===== src/rtl/bus_arb_pkg.sv =====
// Shared encodings, idle-bus constants and owner-index width for the bus arbiter.
// Combinational constants only, no latency or backpressure.
package bus_arb_pkg;

    localparam logic READ     = 1'b1;
    localparam logic WRITE    = 1'b0;
    localparam logic ENABLE_  = 1'b0;
    localparam logic DISABLE_ = 1'b1;

    localparam int   IDLE_ADDR = 0;
    localparam int   IDLE_DATA = 0;
    localparam logic IDLE_AS_  = DISABLE_;
    localparam logic IDLE_RW   = READ;

    typedef enum logic {
        ST_IDLE = 1'b0,
        ST_BUSY = 1'b1
    } arb_state_t;

    function automatic int own_w(input int n);
        return (n > 1) ? $clog2(n) : 1;
    endfunction

endpackage


===== src/rtl/bus_arb_mux_rr_pick.sv =====
// Rotate-priority find-first: first set bit of req scanning ptr, ptr+1, ... mod N.
// Purely combinational, zero latency; no backpressure.
module rr_pick
    import bus_arb_pkg::*;
#(
    parameter int N = 4,
    parameter int W = own_w(N)
) (
    input  logic [N-1:0] req,
    input  logic [W-1:0] ptr,
    output logic         vld,
    output logic [W-1:0] idx
);

    // Scan in reverse rotate order so the last hit is the highest-priority one.
    always_comb begin
        vld = 1'b0;
        idx = '0;
        for (int k = N - 1; k >= 0; k--) begin
            int j;
            j = int'(ptr) + k;
            if (j >= N) j = j - N;
            if (req[j]) begin
                vld = 1'b1;
                idx = W'(j);
            end
        end
    end

endmodule


===== src/rtl/bus_arb_mux.sv =====
// Round-robin bus arbiter plus master-to-slave mux; BUS_ARB_TIMEOUT_EN adds forced revoke.
// Grant registered one cycle after request; s_* follow the registered grant combinationally.
module bus_arb_mux
    import bus_arb_pkg::*;
#(
    parameter int N_MASTERS = 4,
    parameter int ADDR_W    = 30,
    parameter int DATA_W    = 32,
    parameter int TIMEOUT   = 256
) (
    input  logic                          clk,
    input  logic                          reset,
    input  logic [N_MASTERS-1:0]          m_req_,
    input  logic [N_MASTERS*ADDR_W-1:0]   m_addr,
    input  logic [N_MASTERS-1:0]          m_as_,
    input  logic [N_MASTERS-1:0]          m_rw,
    input  logic [N_MASTERS*DATA_W-1:0]   m_wr_data,
    output logic [N_MASTERS-1:0]          m_grnt_,
    output logic [ADDR_W-1:0]             s_addr,
    output logic                          s_as_,
    output logic                          s_rw,
    output logic [DATA_W-1:0]             s_wr_data,
    output logic [own_w(N_MASTERS)-1:0]   arb_owner,
    output logic                          arb_busy,
    output logic                          arb_timeout
);

    localparam int OWN_W = own_w(N_MASTERS);

    arb_state_t             state;
    logic [OWN_W-1:0]       owner;
    logic [OWN_W-1:0]       ptr;
    logic [N_MASTERS-1:0]   owner_oh;
    logic [N_MASTERS-1:0]   elig;
    logic                   owner_rel;
    logic                   revoke;
    logic                   handover;
    logic                   pick_vld;
    logic [OWN_W-1:0]       pick_idx;
    logic [OWN_W-1:0]       ptr_nxt;

`ifdef BUS_ARB_TIMEOUT_EN
    localparam int CNT_W = $clog2(TIMEOUT + 1);
    logic [CNT_W-1:0]       cnt;
    logic [N_MASTERS-1:0]   mask;
    logic                   tmo_q;
`endif

    assign owner_oh  = N_MASTERS'(1) << owner;
    assign owner_rel = (state == ST_BUSY) && m_req_[owner];

    always_comb begin
        revoke = 1'b0;
        elig   = ~m_req_;
`ifdef BUS_ARB_TIMEOUT_EN
        revoke = (state == ST_BUSY) && !m_req_[owner] && (cnt == CNT_W'(TIMEOUT - 1));
        // The revoked owner is still requesting, so exclude it explicitly this edge.
        elig   = ~m_req_ & ~mask & ~(revoke ? owner_oh : '0);
`endif
    end

    assign handover = (state == ST_IDLE) || owner_rel || revoke;
    assign ptr_nxt  = (pick_idx == OWN_W'(N_MASTERS - 1)) ? '0 : pick_idx + OWN_W'(1);

    rr_pick #(.N(N_MASTERS), .W(OWN_W)) u_pick (
        .req (elig),
        .ptr (ptr),
        .vld (pick_vld),
        .idx (pick_idx)
    );

    always_ff @(posedge clk) begin
        if (reset) begin
            state   <= ST_IDLE;
            owner   <= '0;
            ptr     <= '0;
            m_grnt_ <= {N_MASTERS{DISABLE_}};
`ifdef BUS_ARB_TIMEOUT_EN
            cnt     <= '0;
            mask    <= '0;
            tmo_q   <= 1'b0;
`endif
        end else begin
`ifdef BUS_ARB_TIMEOUT_EN
            tmo_q <= revoke;
            mask  <= (mask & ~m_req_) | (revoke ? owner_oh : '0);
            if (!handover) cnt <= cnt + CNT_W'(1);
`endif
            if (handover) begin
                if (pick_vld) begin
                    state   <= ST_BUSY;
                    owner   <= pick_idx;
                    ptr     <= ptr_nxt;
                    m_grnt_ <= ~(N_MASTERS'(1) << pick_idx);
`ifdef BUS_ARB_TIMEOUT_EN
                    cnt     <= '0;
`endif
                end else begin
                    state   <= ST_IDLE;
                    m_grnt_ <= {N_MASTERS{DISABLE_}};
                end
            end
        end
    end

    assign arb_busy  = (state == ST_BUSY);
    assign arb_owner = owner;
`ifdef BUS_ARB_TIMEOUT_EN
    assign arb_timeout = tmo_q;
`else
    assign arb_timeout = 1'b0;
`endif

    always_comb begin
        s_addr    = ADDR_W'(IDLE_ADDR);
        s_as_     = IDLE_AS_;
        s_rw      = IDLE_RW;
        s_wr_data = DATA_W'(IDLE_DATA);
        if (state == ST_BUSY) begin
            for (int i = 0; i < N_MASTERS; i++) begin
                if (owner == OWN_W'(i)) begin
                    s_addr    = m_addr[i*ADDR_W +: ADDR_W];
                    s_as_     = m_as_[i];
                    s_rw      = m_rw[i];
                    s_wr_data = m_wr_data[i*DATA_W +: DATA_W];
                end
            end
        end
    end

endmodule


===== config.mk =====
export PLATFORM = sky130hd
export DESIGN_NAME = bus_arb_mux
export DESIGN_NICKNAME = d
export VERILOG_FILES = /design/src/rtl/bus_arb_pkg.sv /design/src/rtl/bus_arb_mux_rr_pick.sv /design/src/rtl/bus_arb_mux.sv
export SDC_FILE = /design/constraint.sdc
export NUM_CORES = 1
export LEC_CHECK = 0
export CAP_MARGIN = 20
export CELL_PAD_IN_SITES_DETAIL_PLACEMENT = 2
export CELL_PAD_IN_SITES_GLOBAL_PLACEMENT = 2
export CORE_UTILIZATION = 13
export CTS_BUF_LIST = sky130_fd_sc_hd__clkbuf_8
export DETAILED_ROUTE_END_ITERATION = 7
export MAX_ROUTING_LAYER = met4
export PLACE_DENSITY = 0.95
export SLEW_MARGIN = 30
export SYNTH_ARGS = -nofsm -noshare
export SYNTH_HDL_FRONTEND = slang
export SYNTH_SLANG_ARGS = --single-unit

===== constraint.sdc =====
create_clock -name clk -period 3.56 [get_ports clk]
set_input_delay 0.534 -clock clk [delete_from_list [all_inputs] [get_ports clk]]
set_output_delay 0.534 -clock clk [all_outputs]
set_load 0.005 [all_outputs]

### After elaboration in Yosys (flattened, before gate mapping)

Index checks and enable logic that the tools add are counted.
Widths: inputs -> output; s select.

* flip-flop bits (word level): 9
* bits in latches: 0
* memory bits (writable): 0
* memory bits (read-only): 0
* bits of input ports: 262
* output and inout bits: 72
* logic and storage cells: 82
* memories kept: 0

* add/subtract/negate cells: 8
* multipliers: 0
* div/mod/pow operators: 0
* $lt $le $gt $ge: 9
* equal/unequal tests: 4
* shift operators: 1
* multiplexer cells: 49
* bitwise gates (word level): 3
* reductions and logical operators: 4

Operators by type and width (count)
* $mux 32: 9
* $mux 30: 5
* $lt 32x4->1 const B: 4
* $ge 32x4->1 const B: 3
* $sub 32x4->32 const B: 3
* $mux 1: 24
* $bmux 1 s2: 5
* $mux 2: 5
* $not 4->4: 2
* $add 2x2->3 const B: 2
* $eq 2x2->1 const B: 3
* $mux 4: 1
* $shl 1x2->4 const A: 1
* $sub 2x3->4 const B: 1
* $add 2x1->3 const B: 1
* $ge 2x3->1 const B: 1
* $lt 2x3->1 const B: 1
* $add 2x1->2 const B: 1
* $eq 2x1->1 const B: 1
* $logic_not 2->1: 1
* $reduce_and 2->1: 1
* $logic_and 1x1->1: 1
* $logic_or 1x1->1: 1
* $not 1->1: 1

### Logic depth before layout (Yosys ltp)

* word-level depth: 13
* gate-level depth with buffers: 8
* gate-level depth less buffers: 8

### Cells and area by module

From an unflattened synthesis, not the netlist that was laid out.

* cell total of the unflattened synthesis: 213
* area total of the unflattened synthesis: 2546.2 µm²

By module, submodules not included
* bus_arb_mux: times used 1, cells each 200, area each 2468.6 µm², sequential area each 180.2 µm²
* rr_pick: times used 1, cells each 13, area each 77.6 µm², sequential area each 0.0 µm²

### Least setup slack after synthesis

Ideal clock, no wire load.

* path type: register to output
* start point: register owner[0] (netlist: arb_owner[0])
* end point: output port s_addr[21]
* arrival time: 1386 ps
* required time: 3026 ps
* path slack: 1640 ps
* stages on the path, launching flop included: 5
* buffers on the path: 2
* path through: dfxtp_1 > buf_6 > buf_6 > mux4_2 > and2_1

* longest elaborated chain between the ends: 6
* elaborated cells on any way between the ends: 9
* classes of those cells: eq/ne (3); mux (5); reduce/logical (1)

RTL lines
* start, declared: line bus_arb_mux.sv:31 `logic [OWN_W-1:0] owner;`
* start signal, assigned: line bus_arb_mux.sv:92 `owner <= pick_idx;`
* $logic_not 2->1: line bus_arb_mux.sv:121 `if (owner == OWN_W'(i)) begin`
* $mux 30 (3 in a row): line bus_arb_mux.sv:121
* $mux 30 (*): line bus_arb_mux.sv:121
* $mux 30 (*): line bus_arb_mux.sv:119 `if (state == ST_BUSY) begin`
* end, declared: line bus_arb_mux.sv:19 `output logic [ADDR_W-1:0] s_addr,`

Mark *: on every way between the ends. The rest lies on a longest branch, timed or not.

### Worst setup path after layout

* start point: register owner[1] (netlist: arb_owner[1])
* end point: output port s_wr_data[9]

* longest elaborated chain between the ends: 6
* elaborated cells on any way between the ends: 9
* classes of those cells: eq/ne (3); mux (5); reduce/logical (1)

RTL lines
* $logic_not 2->1: line bus_arb_mux.sv:121
* $mux 32 (3 in a row): line bus_arb_mux.sv:121
* $mux 32 (*): line bus_arb_mux.sv:121
* $mux 32 (*): line bus_arb_mux.sv:119
* end, declared: line bus_arb_mux.sv:22 `output logic [DATA_W-1:0] s_wr_data,`

Marked as above.

==> qor.yml <==
run_status:
  outcome: "finished, final reports clean"
power_and_ir_drop:
  report.power.total_mw: 1.41
  switchingPower_mw: 0.445
  p_leak_nw: 2.08
  comb_power_share: 0.792
  cellPowerDensity_mw_per_mm2: 229
  seqPwrFrac: 0.120
  clkPwrFrac: 0.087
  peakVddDrop_mv: 0.236
  p_sw_frac: 0.316
  internal_power_mw: 0.964
floorplanning:
  die_h_um: 141
  die_w_um: 141
  die_area_mm2: 0.0199
  core_area_mm2: 0.0188
  start_util: 0.134
  fp-row-count: 50
  ios: 334
worst_hold_path:
  holdPathStages: 2
  holdPathEnd: "m_grnt_[3]"
  hp-class: "reg -> reg"
  hp-start: "m_grnt_[3]"
setup_path:
  reg2regPathDepth: 5
  crit_path_max_fanout: 35
  ff2ff_setup_slack_ps: 1410
  critical_path_class: "reg -> out"
  crit_path_max_incr_delay_ps: 670
  end_kind: "primary output"
  worstPathArrival_ps: 2260
  cp_data_required_time_ps: 3030
  startpoint_type: "flop"
  timing.rr.end: "m_grnt_[0]"
  r2r-start: "arb_owner[1]"
  crit_chain: "buf_12 > mux4_2 > and2_1 > clkdlybuf4s50_1"
  worst_path_max_delay_cell: "dfxtp_4"
clocking:
  clk_latency_ps: 240
  root_buffer: "clkbuf_8"
  cts_setup_buffers: 0
  ctsHoldBuffers: 0
  path_clk_slew_ps: 50
  cts.path.max_buffers: 2
  cts_tree: "built"
  numClockSinks: 9
  ctsResizeCount: 0
  htree_levels: 1
  numCtsBuffers: 3
global_routing:
  grt_overflow: 0
  antenna_found_initial: 2
  grt_pass1_wl_um: 24300
  grt_pass1_vias: 3799
  grt_max_degree: 36
  grt_use_total: 0.168
synth:
  yosysSeqAreaShare: 0.0716
  netlist_top_cells_count: "64 x mux4_2, 62 x and2_1, 9 x dfxtp_1, 9 x nand2b_1"
  synthAdderAreaFrac: 0.0199
  synth_top_area_share: 0.573
  synth_edf_count: 0
  ys_ff_latch: 9
  synth-xor-area-share: 0
  synth_top_family_by_area: "multiplexers"
  synthSimpleGateAreaFrac: 0.214
  syn_nets: 476
  yosys.area.top_type: "mux4_2"
  synth-compound-area-share: 0.0328
  ys_types: 29
  synthArstFlopShare: 0
  yosysMostFrequentCell: "mux4_2"
  ys_warn_count: 0
  synthTopCellsByArea: "mux4_2 57%, and2_1 15%, dfxtp_1 7.2%, buf_6 2.2%, nand2b_1 2.2%"
  synthMuxAreaShare: 0.602
  netlist_instances: 210
  avgSynthCellArea_um2: 12.0
  ys.flop_type: "dfxtp_1"
  synth_area_mm2: 0.00251
final_layout:
  layout-drive-gt1-share: 0.152
  area.growth.synth_to_final_pct: 145
  n_fill_cell: 1996
  fin_nets: 795
  fin_cells: 790
  final_util: 0.327
  fin_area_mm2: 0.00616
placement:
  dp_cells: 784
  dp_slack_ps: 741
  hpwl_um: 14500
  portBuffers: 332
  place_congestion: 0.875
  placed_cell_area_mm2: 0.00611
sta:
  fin_crit_sh: 0.786
  finalHoldViolations: 0
  relSlewSlack: 0.533
  min_period_ps: 2800
  finClkSkew_ps: 4.25
  rsz0062_at_grt: "false"
  worst_pin_slew_ps: 684
  whs_ps: 495
  setup_viol: 0
  drv_slew: 0
  fin_ws_ps: 764
  setup_tns_ps: 0
  max_freq_mhz: 358
route:
  drt_iter0_markers: 88
  wl_per_cell_um: 21.6
  wirelength_um: 17000
  drt-vias-per-instance: 4.14
  drtPass1Iterations: 4
  num_vias: 3273
  drc_errors: 0
  ant_nets: 0
flow_run:
  maxCapViolCount: 0
worst max-delay path: cells and delay by family (launching register included):
kind / cells / cell delay [ps]
buf+inv: 2 / 760
flops: 1 / 670
mux: 1 / 370
simple gates: 1 / 180
registers in the layout (all words and copies together), names as in the netlist:
| register | flops |
|---|---|
| arb_busy | 1 |
| arb_owner | 2 |
| m_grnt_ | 4 |
| ptr | 2 |
routing by layer:
metal | track usage | share of wire
met1 | 0.174 | 0.36
met2 | 0.316 | 0.54
met3 | 0.0404 | 0.077
met4 | 0.0406 | 0.020
met5 | - | 0
cells by family (layout without fill, tap and decap cells):
logic type / count (synthesis) / after routing
multiplexers: 71 / 71
adder cells (fa/ha/maj): 4 / 4
other: 1 / 3
flip-flops: 9 / 9
AND/OR/NAND/NOR: 90 / 90
buffers and inverters: 25 / 343
AO/OA/AOI/OAI: 10 / 10
cells in the final DEF, fill, tap and decap left out:
master / count
buf_4: 2
and2_1: 62
nor2_1: 4
or3_1: 1
o21a_1: 1
buf_12: 3
ha_1: 4
o21bai_1: 1
o21ai_0: 1
clkbuf_8: 3
inv_1: 3
dfxtp_2: 1
o221ai_2: 1
mux2i_1: 5
mux4_2: 64
dfxtp_1: 6
a21oi_1: 3
nor2b_1: 3
nand4_1: 1
nand2_1: 8
conb_1: 1
o22ai_2: 1
mux2_2: 2
dfxtp_4: 2
or2_1: 1
nor3b_2: 1
diode_2: 2
clkdlybuf4s50_1: 332
a2111oi_0: 1
nand2b_1: 9
o2111a_1: 1
power by group through the flow:
stage	Combinational (mW)	Clock (mW)	Sequential, mW
after floorplan	0.539	0	0.135
after global placement	1.09	0	0.168
after CTS	1.14	0.129	0.171
final	1.12	0.123	0.169
after global routing	1.19	0.130	0.175
after detailed placement	1.12	0	0.173
how the worst max path moves through the flow:
stage	startpoint	slack, ps	end
finish	arb_owner[1]	760	s_wr_data[9]
global route	arb_owner[1]	690	s_wr_data[3]
CTS	arb_owner[1]	720	s_wr_data[9]
detailed placement	m_req_[1]	740	ptr[1]
global placement	m_wr_data[99]	940	s_wr_data[3]
floorplan	arb_owner[0]	1640	s_addr[21]
layout make-up:
type / instances / area [um2] / area share
sequential: 9 / 189 / 0.0307
inverter: 2 / 7.51 / 0.00122
clock inverter: 1 / 3.75 / 0.000609
multi-input combinational: 176 / 2190 / 0.355
clock buffer: 3 / 41.3 / 0.00670
tap: 260 / 325 / 0.0528
antenna: 2 / 5.00 / 0.000813
timing repair buffer: 337 / 3400 / 0.552
(Power assumes the default switching activity.)
